--- src/rtl/mem_stage_if.sv ---
// Data-memory request/acknowledge bus between the memory-access stage
// (master) and the data memory (slave).
interface mem_stage_if;
    logic        mem_req;
    logic        mem_we;
    logic [31:0] mem_addr;
    logic [3:0]  mem_sel;
    logic [31:0] mem_wdata;
    logic        mem_ack;
    logic [31:0] mem_rdata;

    modport master (
        output mem_req, mem_we, mem_addr, mem_sel, mem_wdata,
        input  mem_ack, mem_rdata
    );

    modport slave (
        input  mem_req, mem_we, mem_addr, mem_sel, mem_wdata,
        output mem_ack, mem_rdata
    );
endinterface

--- src/rtl/mem_stage.sv ---
// Memory-access pipeline stage. Forwards EX results to write-back and runs
// byte/half/word loads and stores over a req/ack data-memory bus, stalling
// upstream while an access is outstanding. A watchdog aborts accesses whose
// acknowledge never arrives.
module mem_stage #(
    parameter int TIMEOUT_W = 8
) (
    input  logic        clk,
    input  logic        rst,
    input  logic [4:0]  wd_i,
    input  logic        wreg_i,
    input  logic [31:0] wdata_i,
    input  logic [3:0]  memop_i,
    input  logic [31:0] sdata_i,
    mem_stage_if.master mem,
    output logic [4:0]  wd_o,
    output logic        wreg_o,
    output logic [31:0] wdata_o,
    output logic        stall_req_o,
    output logic        err_o
);

    typedef enum logic {IDLE, BUSY} state_t;

    typedef enum logic [3:0] {
        OP_NOP = 4'd0,
        OP_LB  = 4'd1,
        OP_LH  = 4'd2,
        OP_LW  = 4'd3,
        OP_LBU = 4'd4,
        OP_LHU = 4'd5,
        OP_SB  = 4'd6,
        OP_SH  = 4'd7,
        OP_SW  = 4'd8
    } memop_t;

    // The counter holds (completed busy cycles - 1) at each BUSY edge, so the
    // edge that closes the 2**TIMEOUT_W-1'th busy cycle is the one at which it
    // would step to all-ones.
    localparam logic [TIMEOUT_W-1:0] WDOG_ONE  = {{(TIMEOUT_W-1){1'b0}}, 1'b1};
    localparam logic [TIMEOUT_W-1:0] WDOG_LAST = {{(TIMEOUT_W-1){1'b1}}, 1'b0};

    state_t               state_q, state_d;

    // Registered bus outputs
    logic                 req_q, req_d;
    logic                 we_q, we_d;
    logic [31:0]          addr_q, addr_d;
    logic [3:0]           sel_q, sel_d;
    logic [31:0]          mwdata_q, mwdata_d;

    // Access context held while BUSY
    memop_t               op_q, op_d;
    logic [1:0]           ea_q, ea_d;
    logic [4:0]           lwd_q, lwd_d;
    logic                 lwreg_q, lwreg_d;
    logic [TIMEOUT_W-1:0] wdog_q, wdog_d;

    // Next values of the write-back outputs
    logic [4:0]           wd_d;
    logic                 wreg_d;
    logic [31:0]          wdata_d;
    logic                 err_d;

    // Decode of the incoming instruction
    logic                 is_load, is_store, is_byte, is_half, is_word;
    logic                 misaligned;
    logic [3:0]           sel_in;
    logic [31:0]          store_data;

    // Load lane extraction
    logic [31:0]          shifted;
    logic [31:0]          load_data;
    logic                 timeout;

    assign mem.mem_req   = req_q;
    assign mem.mem_we    = we_q;
    assign mem.mem_addr  = addr_q;
    assign mem.mem_sel   = sel_q;
    assign mem.mem_wdata = mwdata_q;

    // Stall comes from state only, so there is no path from mem_ack upstream.
    assign stall_req_o = (state_q == BUSY);
    assign timeout     = (wdog_q == WDOG_LAST);

    // Classify memop_i into load/store and access size; unused codes act as NOP.
    always_comb begin
        // NOTE: every signal assigned in a combinational block gets a default
        // first, otherwise paths that skip an assignment infer a latch.
        is_load  = 1'b0;
        is_store = 1'b0;
        is_byte  = 1'b0;
        is_half  = 1'b0;
        is_word  = 1'b0;
        case (memop_i)
            OP_LB, OP_LBU: begin is_load  = 1'b1; is_byte = 1'b1; end
            OP_LH, OP_LHU: begin is_load  = 1'b1; is_half = 1'b1; end
            OP_LW:         begin is_load  = 1'b1; is_word = 1'b1; end
            OP_SB:         begin is_store = 1'b1; is_byte = 1'b1; end
            OP_SH:         begin is_store = 1'b1; is_half = 1'b1; end
            OP_SW:         begin is_store = 1'b1; is_word = 1'b1; end
            default:       ;
        endcase

        misaligned = (is_half && wdata_i[0]) || (is_word && (wdata_i[1:0] != 2'b00));

        if (is_byte) begin
            sel_in     = 4'b0001 << wdata_i[1:0];
            store_data = {4{sdata_i[7:0]}};
        end else if (is_half) begin
            sel_in     = 4'b0011 << wdata_i[1:0];
            store_data = {2{sdata_i[15:0]}};
        end else begin
            sel_in     = 4'b1111;
            store_data = sdata_i;
        end
    end

    // Pick the addressed lane out of the returned word and extend it.
    always_comb begin
        shifted   = mem.mem_rdata >> {ea_q, 3'b000};
        load_data = mem.mem_rdata;
        case (op_q)
            OP_LB:   load_data = {{24{shifted[7]}}, shifted[7:0]};
            OP_LBU:  load_data = {24'h0, shifted[7:0]};
            OP_LH:   load_data = {{16{shifted[15]}}, shifted[15:0]};
            OP_LHU:  load_data = {16'h0, shifted[15:0]};
            default: load_data = mem.mem_rdata;
        endcase
    end

    // Next-state and next-output logic for the IDLE/BUSY controller.
    always_comb begin
        state_d  = state_q;
        req_d    = req_q;
        we_d     = we_q;
        addr_d   = addr_q;
        sel_d    = sel_q;
        mwdata_d = mwdata_q;
        op_d     = op_q;
        ea_d     = ea_q;
        lwd_d    = lwd_q;
        lwreg_d  = lwreg_q;
        wdog_d   = wdog_q;
        wd_d     = wd_o;
        wreg_d   = wreg_o;
        wdata_d  = wdata_o;
        err_d    = 1'b0;

        case (state_q)
            IDLE: begin
                if (is_load || is_store) begin
                    if (misaligned) begin
                        wreg_d = 1'b0;
                        err_d  = 1'b1;
                    end else begin
                        lwd_d    = wd_i;
                        lwreg_d  = wreg_i;
                        op_d     = memop_t'(memop_i);
                        ea_d     = wdata_i[1:0];
                        req_d    = 1'b1;
                        we_d     = is_store;
                        addr_d   = {wdata_i[31:2], 2'b00};
                        sel_d    = sel_in;
                        mwdata_d = store_data;
                        wreg_d   = 1'b0;
                        wdog_d   = '0;
                        state_d  = BUSY;
                    end
                end else begin
                    wd_d    = wd_i;
                    wreg_d  = wreg_i;
                    wdata_d = wdata_i;
                end
            end

            BUSY: begin
                wreg_d = 1'b0;
                wdog_d = wdog_q + WDOG_ONE;
                if (mem.mem_ack) begin
                    req_d   = 1'b0;
                    we_d    = 1'b0;
                    sel_d   = 4'b0000;
                    state_d = IDLE;
                    if (!we_q) begin
                        wd_d    = lwd_q;
                        wreg_d  = lwreg_q;
                        wdata_d = load_data;
                    end
                end else if (timeout) begin
                    req_d   = 1'b0;
                    we_d    = 1'b0;
                    sel_d   = 4'b0000;
                    err_d   = 1'b1;
                    state_d = IDLE;
                end
            end

            default: state_d = IDLE;
        endcase
    end

    // Controller state register.
    always_ff @(posedge clk or posedge rst) begin
        // NOTE: clocked state uses non-blocking assignments so every register
        // samples pre-edge values regardless of statement order.
        if (rst) state_q <= IDLE;
        else     state_q <= state_d;
    end

    // Datapath and output registers; reset clears everything so an access
    // in flight is abandoned without write-back or error.
    always_ff @(posedge clk or posedge rst) begin
        if (rst) begin
            req_q    <= 1'b0;
            we_q     <= 1'b0;
            addr_q   <= '0;
            sel_q    <= '0;
            mwdata_q <= '0;
            op_q     <= OP_NOP;
            ea_q     <= '0;
            lwd_q    <= '0;
            lwreg_q  <= 1'b0;
            wdog_q   <= '0;
            wd_o     <= '0;
            wreg_o   <= 1'b0;
            wdata_o  <= '0;
            err_o    <= 1'b0;
        end else begin
            req_q    <= req_d;
            we_q     <= we_d;
            addr_q   <= addr_d;
            sel_q    <= sel_d;
            mwdata_q <= mwdata_d;
            op_q     <= op_d;
            ea_q     <= ea_d;
            lwd_q    <= lwd_d;
            lwreg_q  <= lwreg_d;
            wdog_q   <= wdog_d;
            wd_o     <= wd_d;
            wreg_o   <= wreg_d;
            wdata_o  <= wdata_d;
            err_o    <= err_d;
        end
    end

endmodule
--- src/flat_wrapper.sv ---
// flat-port wrapper written by rule: the top's interface ports become plain ports
module mem_stage_flat 
#(
    parameter int TIMEOUT_W = 8
)
  (clk, rst, wd_i, wreg_i, wdata_i, memop_i, sdata_i, wd_o, wreg_o, wdata_o, stall_req_o, err_o, mem_mem_req, mem_mem_we, mem_mem_addr, mem_mem_sel, mem_mem_wdata, mem_mem_ack, mem_mem_rdata);
  mem_stage_if mem_i ();
  input  logic clk;
  input  logic rst;
  input  logic [4:0] wd_i;
  input  logic wreg_i;
  input  logic [31:0] wdata_i;
  input  logic [3:0] memop_i;
  input  logic [31:0] sdata_i;
  output logic [4:0] wd_o;
  output logic wreg_o;
  output logic [31:0] wdata_o;
  output logic stall_req_o;
  output logic err_o;
  output wire logic [$bits(mem_i.mem_req)-1:0] mem_mem_req;
  output wire logic [$bits(mem_i.mem_we)-1:0] mem_mem_we;
  output wire logic [$bits(mem_i.mem_addr)-1:0] mem_mem_addr;
  output wire logic [$bits(mem_i.mem_sel)-1:0] mem_mem_sel;
  output wire logic [$bits(mem_i.mem_wdata)-1:0] mem_mem_wdata;
  input wire logic [$bits(mem_i.mem_ack)-1:0] mem_mem_ack;
  input wire logic [$bits(mem_i.mem_rdata)-1:0] mem_mem_rdata;
  assign mem_mem_req = mem_i.mem_req;
  assign mem_mem_we = mem_i.mem_we;
  assign mem_mem_addr = mem_i.mem_addr;
  assign mem_mem_sel = mem_i.mem_sel;
  assign mem_mem_wdata = mem_i.mem_wdata;
  assign mem_i.mem_ack = mem_mem_ack;
  assign mem_i.mem_rdata = mem_mem_rdata;
  mem_stage #(.TIMEOUT_W(TIMEOUT_W)) u_core (.clk(clk), .rst(rst), .wd_i(wd_i), .wreg_i(wreg_i), .wdata_i(wdata_i), .memop_i(memop_i), .sdata_i(sdata_i), .mem(mem_i), .wd_o(wd_o), .wreg_o(wreg_o), .wdata_o(wdata_o), .stall_req_o(stall_req_o), .err_o(err_o));
endmodule
--- config.mk ---
export PLATFORM = sky130hd
export DESIGN_NAME = mem_stage_flat
export DESIGN_NICKNAME = d
export VERILOG_FILES = /design/src/rtl/mem_stage_if.sv /design/src/rtl/mem_stage.sv /design/src/flat_wrapper.sv
export SDC_FILE = /design/constraint.sdc
export NUM_CORES = 1
export LEC_CHECK = 0
export ABC_AREA = 1
export CAP_MARGIN = 20
export CORE_ASPECT_RATIO = 1.75
export CORE_MARGIN = 1.5
export CORE_UTILIZATION = 47
export CTS_CLUSTER_SIZE = 12
export DETAILED_ROUTE_END_ITERATION = 10
export GPL_ROUTABILITY_DRIVEN = 0
export GPL_TIMING_DRIVEN = 0
export PLACE_DENSITY = 0.9
export REMOVE_ABC_BUFFERS = 1
export SLEW_MARGIN = 20
export SYNTH_ARGS = -nofsm -noshare
export SYNTH_HDL_FRONTEND = slang
export SYNTH_SLANG_ARGS = --single-unit
--- constraint.sdc ---
create_clock -name clk -period 4.48 [get_ports clk]
set_input_delay 0.448 -clock clk [delete_from_list [all_inputs] [get_ports clk]]
set_output_delay 0.448 -clock clk [all_outputs]
set_load 0.02 [all_outputs]
==> metrics.cfg <==
[synthesis]
syn_inst=963
synthArstFlopShare_pct=100
synth_top_cell_by_area=dfrtp_1
yosys_register_bits=128
synth_ff_type=dfrtp_1
post_synth_num_cell_types=31
synth_area_um2=6940
ys_warn_count=0
synth.area.top_cells=dfrtp_1 46%, nand2_1 18%, nor2_1 7.0%
synth-edff-count=0
ys_seq_area_share_pct=46.2
syn_area_per_cell_um2=7.21
synth_top_area_share_pct=46.2

[cts]
ctsResizeCount=0
cts_buffer_depth=2
htreeDepth=4
clock-root-buffer=clkbuf_16
cts_tree=built
clk_pin_slew_ns=0.06
post_cts_buffers=0
clk_latency_ns=0.42
cts.sinks=128
numCtsBuffers=17
cts_hold_buf=0

[sta]
post-route-period-util_pct=70.2
period_needed_ns=3.14
worst_slack_ns=1.34
holdWs_ns=0.469
slew_violations=0
tightest_slew_ns=1.01
hold_violations=0
fin_skew_ns=0.00772
max_slew_margin_pct=32.7
rsz0062_at_grt=false
final-setup-viol-count=0
max_freq_mhz=318

[floorplan]
die-area_um2=15500
std_cell_rows=58
start_util_pct=48.3
core_um2=14400
die_h_um=164
die_width_um=94.9
pin_count=219

[placement]
post-dp-hpwl_um=14800
dp_cells=1309
io_buffers=216
place_ws_ns=0.897

[route]
first_pass_iters=5
vias=7150
drc=0
drt_iter0_markers=471
wl_um=21000
viasPerCell=5.33
antenna_left=0
routedWlPerCell_um=15.7

[critical_path]
criticalPathCategory=reg2reg
cp.depth=8
startpoint=u_core.stall_req_o$_DFF_PP0_
cp-end-kind=flip-flop
r2r_setup_slack_ns=1.34
critPathMaxFanout=43
path_delay_family=simple AND/OR/NAND/NOR gates
cpMaxStageDelayCell=dfrtp_2
critPathLaunchType=flip-flop
r2r_cells=8
crit_chain=inv_1 > buf_8 > nor2_1 > nand2_1 > nand2_2 > inv_2 > nor2_1 > a21oi_1
cpMostUsedCell=nor2_1
cp.buffers_inverters=3
cpPeakStageDelay_ns=0.68
crit-reg2reg-launch=u_core.stall_req_o$_DFF_PP0_
arrival_ns=3.43
r2r_end=u_core.wdata_o[17]$_DFFE_PP0P_
worstPathRequired_ns=4.77

[layout]
num_antenna_cells=0
layout.cells.non_filler=1342
fin_nets=1264
final_util_pct=68.0
drive_above_1_share_pct=5.08
area_growth_pct=40.7

[min_path]
holdCritPathClass=in2async

[global_route]
grt_pass1_vias=7038
grt_overflow=0
grt_max_degree=79
antenna_found_initial=0
grt_pass1_wl_um=33700
grt_usage_pct=27.8

[outcome]
status=completed

[pwr]
power_density_nw_per_um2=578
power_mw=5.64
peakVddDrop_uv=262
power_leakage_nw=4.75

[job]
cap_violations=0

## how the worst max path moves through the flow
stage | end | slack [ns]
detailed placement | u_core.wdata_o[14]$_DFFE_PP0P_ | 0.90
floorplan | u_core.ea_q[0]$_DFFE_PP0P_ | 0.62
finish | u_core.wdata_o[17]$_DFFE_PP0P_ | 1.34
CTS | u_core.wdata_o[17]$_DFFE_PP0P_ | 0.90
global placement | u_core.mem.mem_addr[13]$_DFFE_PP0P_ | -1.21
global route | u_core.wdata_o[1]$_DFFE_PP0P_ | 1.07
## Yosys cell counts (all sizes together), types with 4 or more instances
master / count
clkbuf: 19
buf: 37
ha: 6
nand2: 341
a31oi: 5
nand3: 81
or2: 4
o21bai: 4
o21ai: 59
nand4: 23
nor2: 134
inv: 71
o211ai: 9
a22oi: 6
a21oi: 31
dfrtp: 128
## sequential cells by signal, indices dropped and copies added (netlist names), 2 cells and up
name,flops
u_core.wdog_q,8
u_core.lwd_q,5
u_core.wdata_o,32
u_core.op_q,4
u_core.ea_q,2
u_core.mem.mem_wdata,32
u_core.mem.mem_sel,4
u_core.mem.mem_addr,30
u_core.wd_o,5
## per-stage QoR
step | cell area [um^2] | TNS, ns
6_report | 9770 | 0
5_1_grt | 9770 | 0
4_1_cts | 9750 | 0
3_5_place_dp | 9150 | 0
3_3_place_gp | 9000 | -221.63
2_1_floorplan | 6620 | 0
## worst register-to-register path, cell delays in order (launching register included)
cell     delay, ns
dfrtp_2       0.68
inv_1         0.32
buf_8         0.26
nor2_1        0.10
nand2_1       0.20
nand2_2       0.68
inv_2         0.46
nor2_1        0.23
a21oi_1       0.09
## power breakdown
group / switching (mW) / internal, mW / leakage (nW)
combinational: 1.39 / 1.04 / 2.90
clock: 0.529 / 0.890 / 0.289
sequential: 0.257 / 1.54 / 1.56
## cell families (layout without fill, tap and decap cells)
| group | after synthesis | count (layout) | share of synthesized area [%] |
|---|---|---|---|
| adders and majority gates | 6 | 6 | 1.08 |
| DFF | 128 | 128 | 46.2 |
| xor gates and xnor gates | 1 | 1 | 0.126 |
| other | 1 | 2 | 0.0540 |
| buffers and inverters | 127 | 325 | 8.56 |
| and+or+nand+nor | 584 | 584 | 34.8 |
| AOI/OAI and AO/OA | 116 | 116 | 9.19 |
## layer usage
layer  track usage, %  routed length (um)
met1             30.6                7470
met2             48.2               10900
met3             5.93                1440
met4             15.9                1160
met5                0                   0
## placed cells by master, fill, tap and decap left out, drive strengths merged, types with 6 or more instances in the layout
cell type	instances
nand3	81
o211ai	9
buf	6
o21ai	59
clkinv	6
ha	6
nand4	23
a21oi	31
dfrtp	128
inv	72
nand2	341
nor2	134
clkdlybuf4s50	216
clkbuf	19
a22oi	6
## final cells by class
cell class,count,area [um^2]
fillers,1134,4600
flip-flops and latches,128,3200
multi-input cells,709,3150
repair buffers,222,2310
clock buffers,19,443
inverters,71,277
well taps,180,225
clock inverters,13,163
Power figures use the tool's default switching activity.
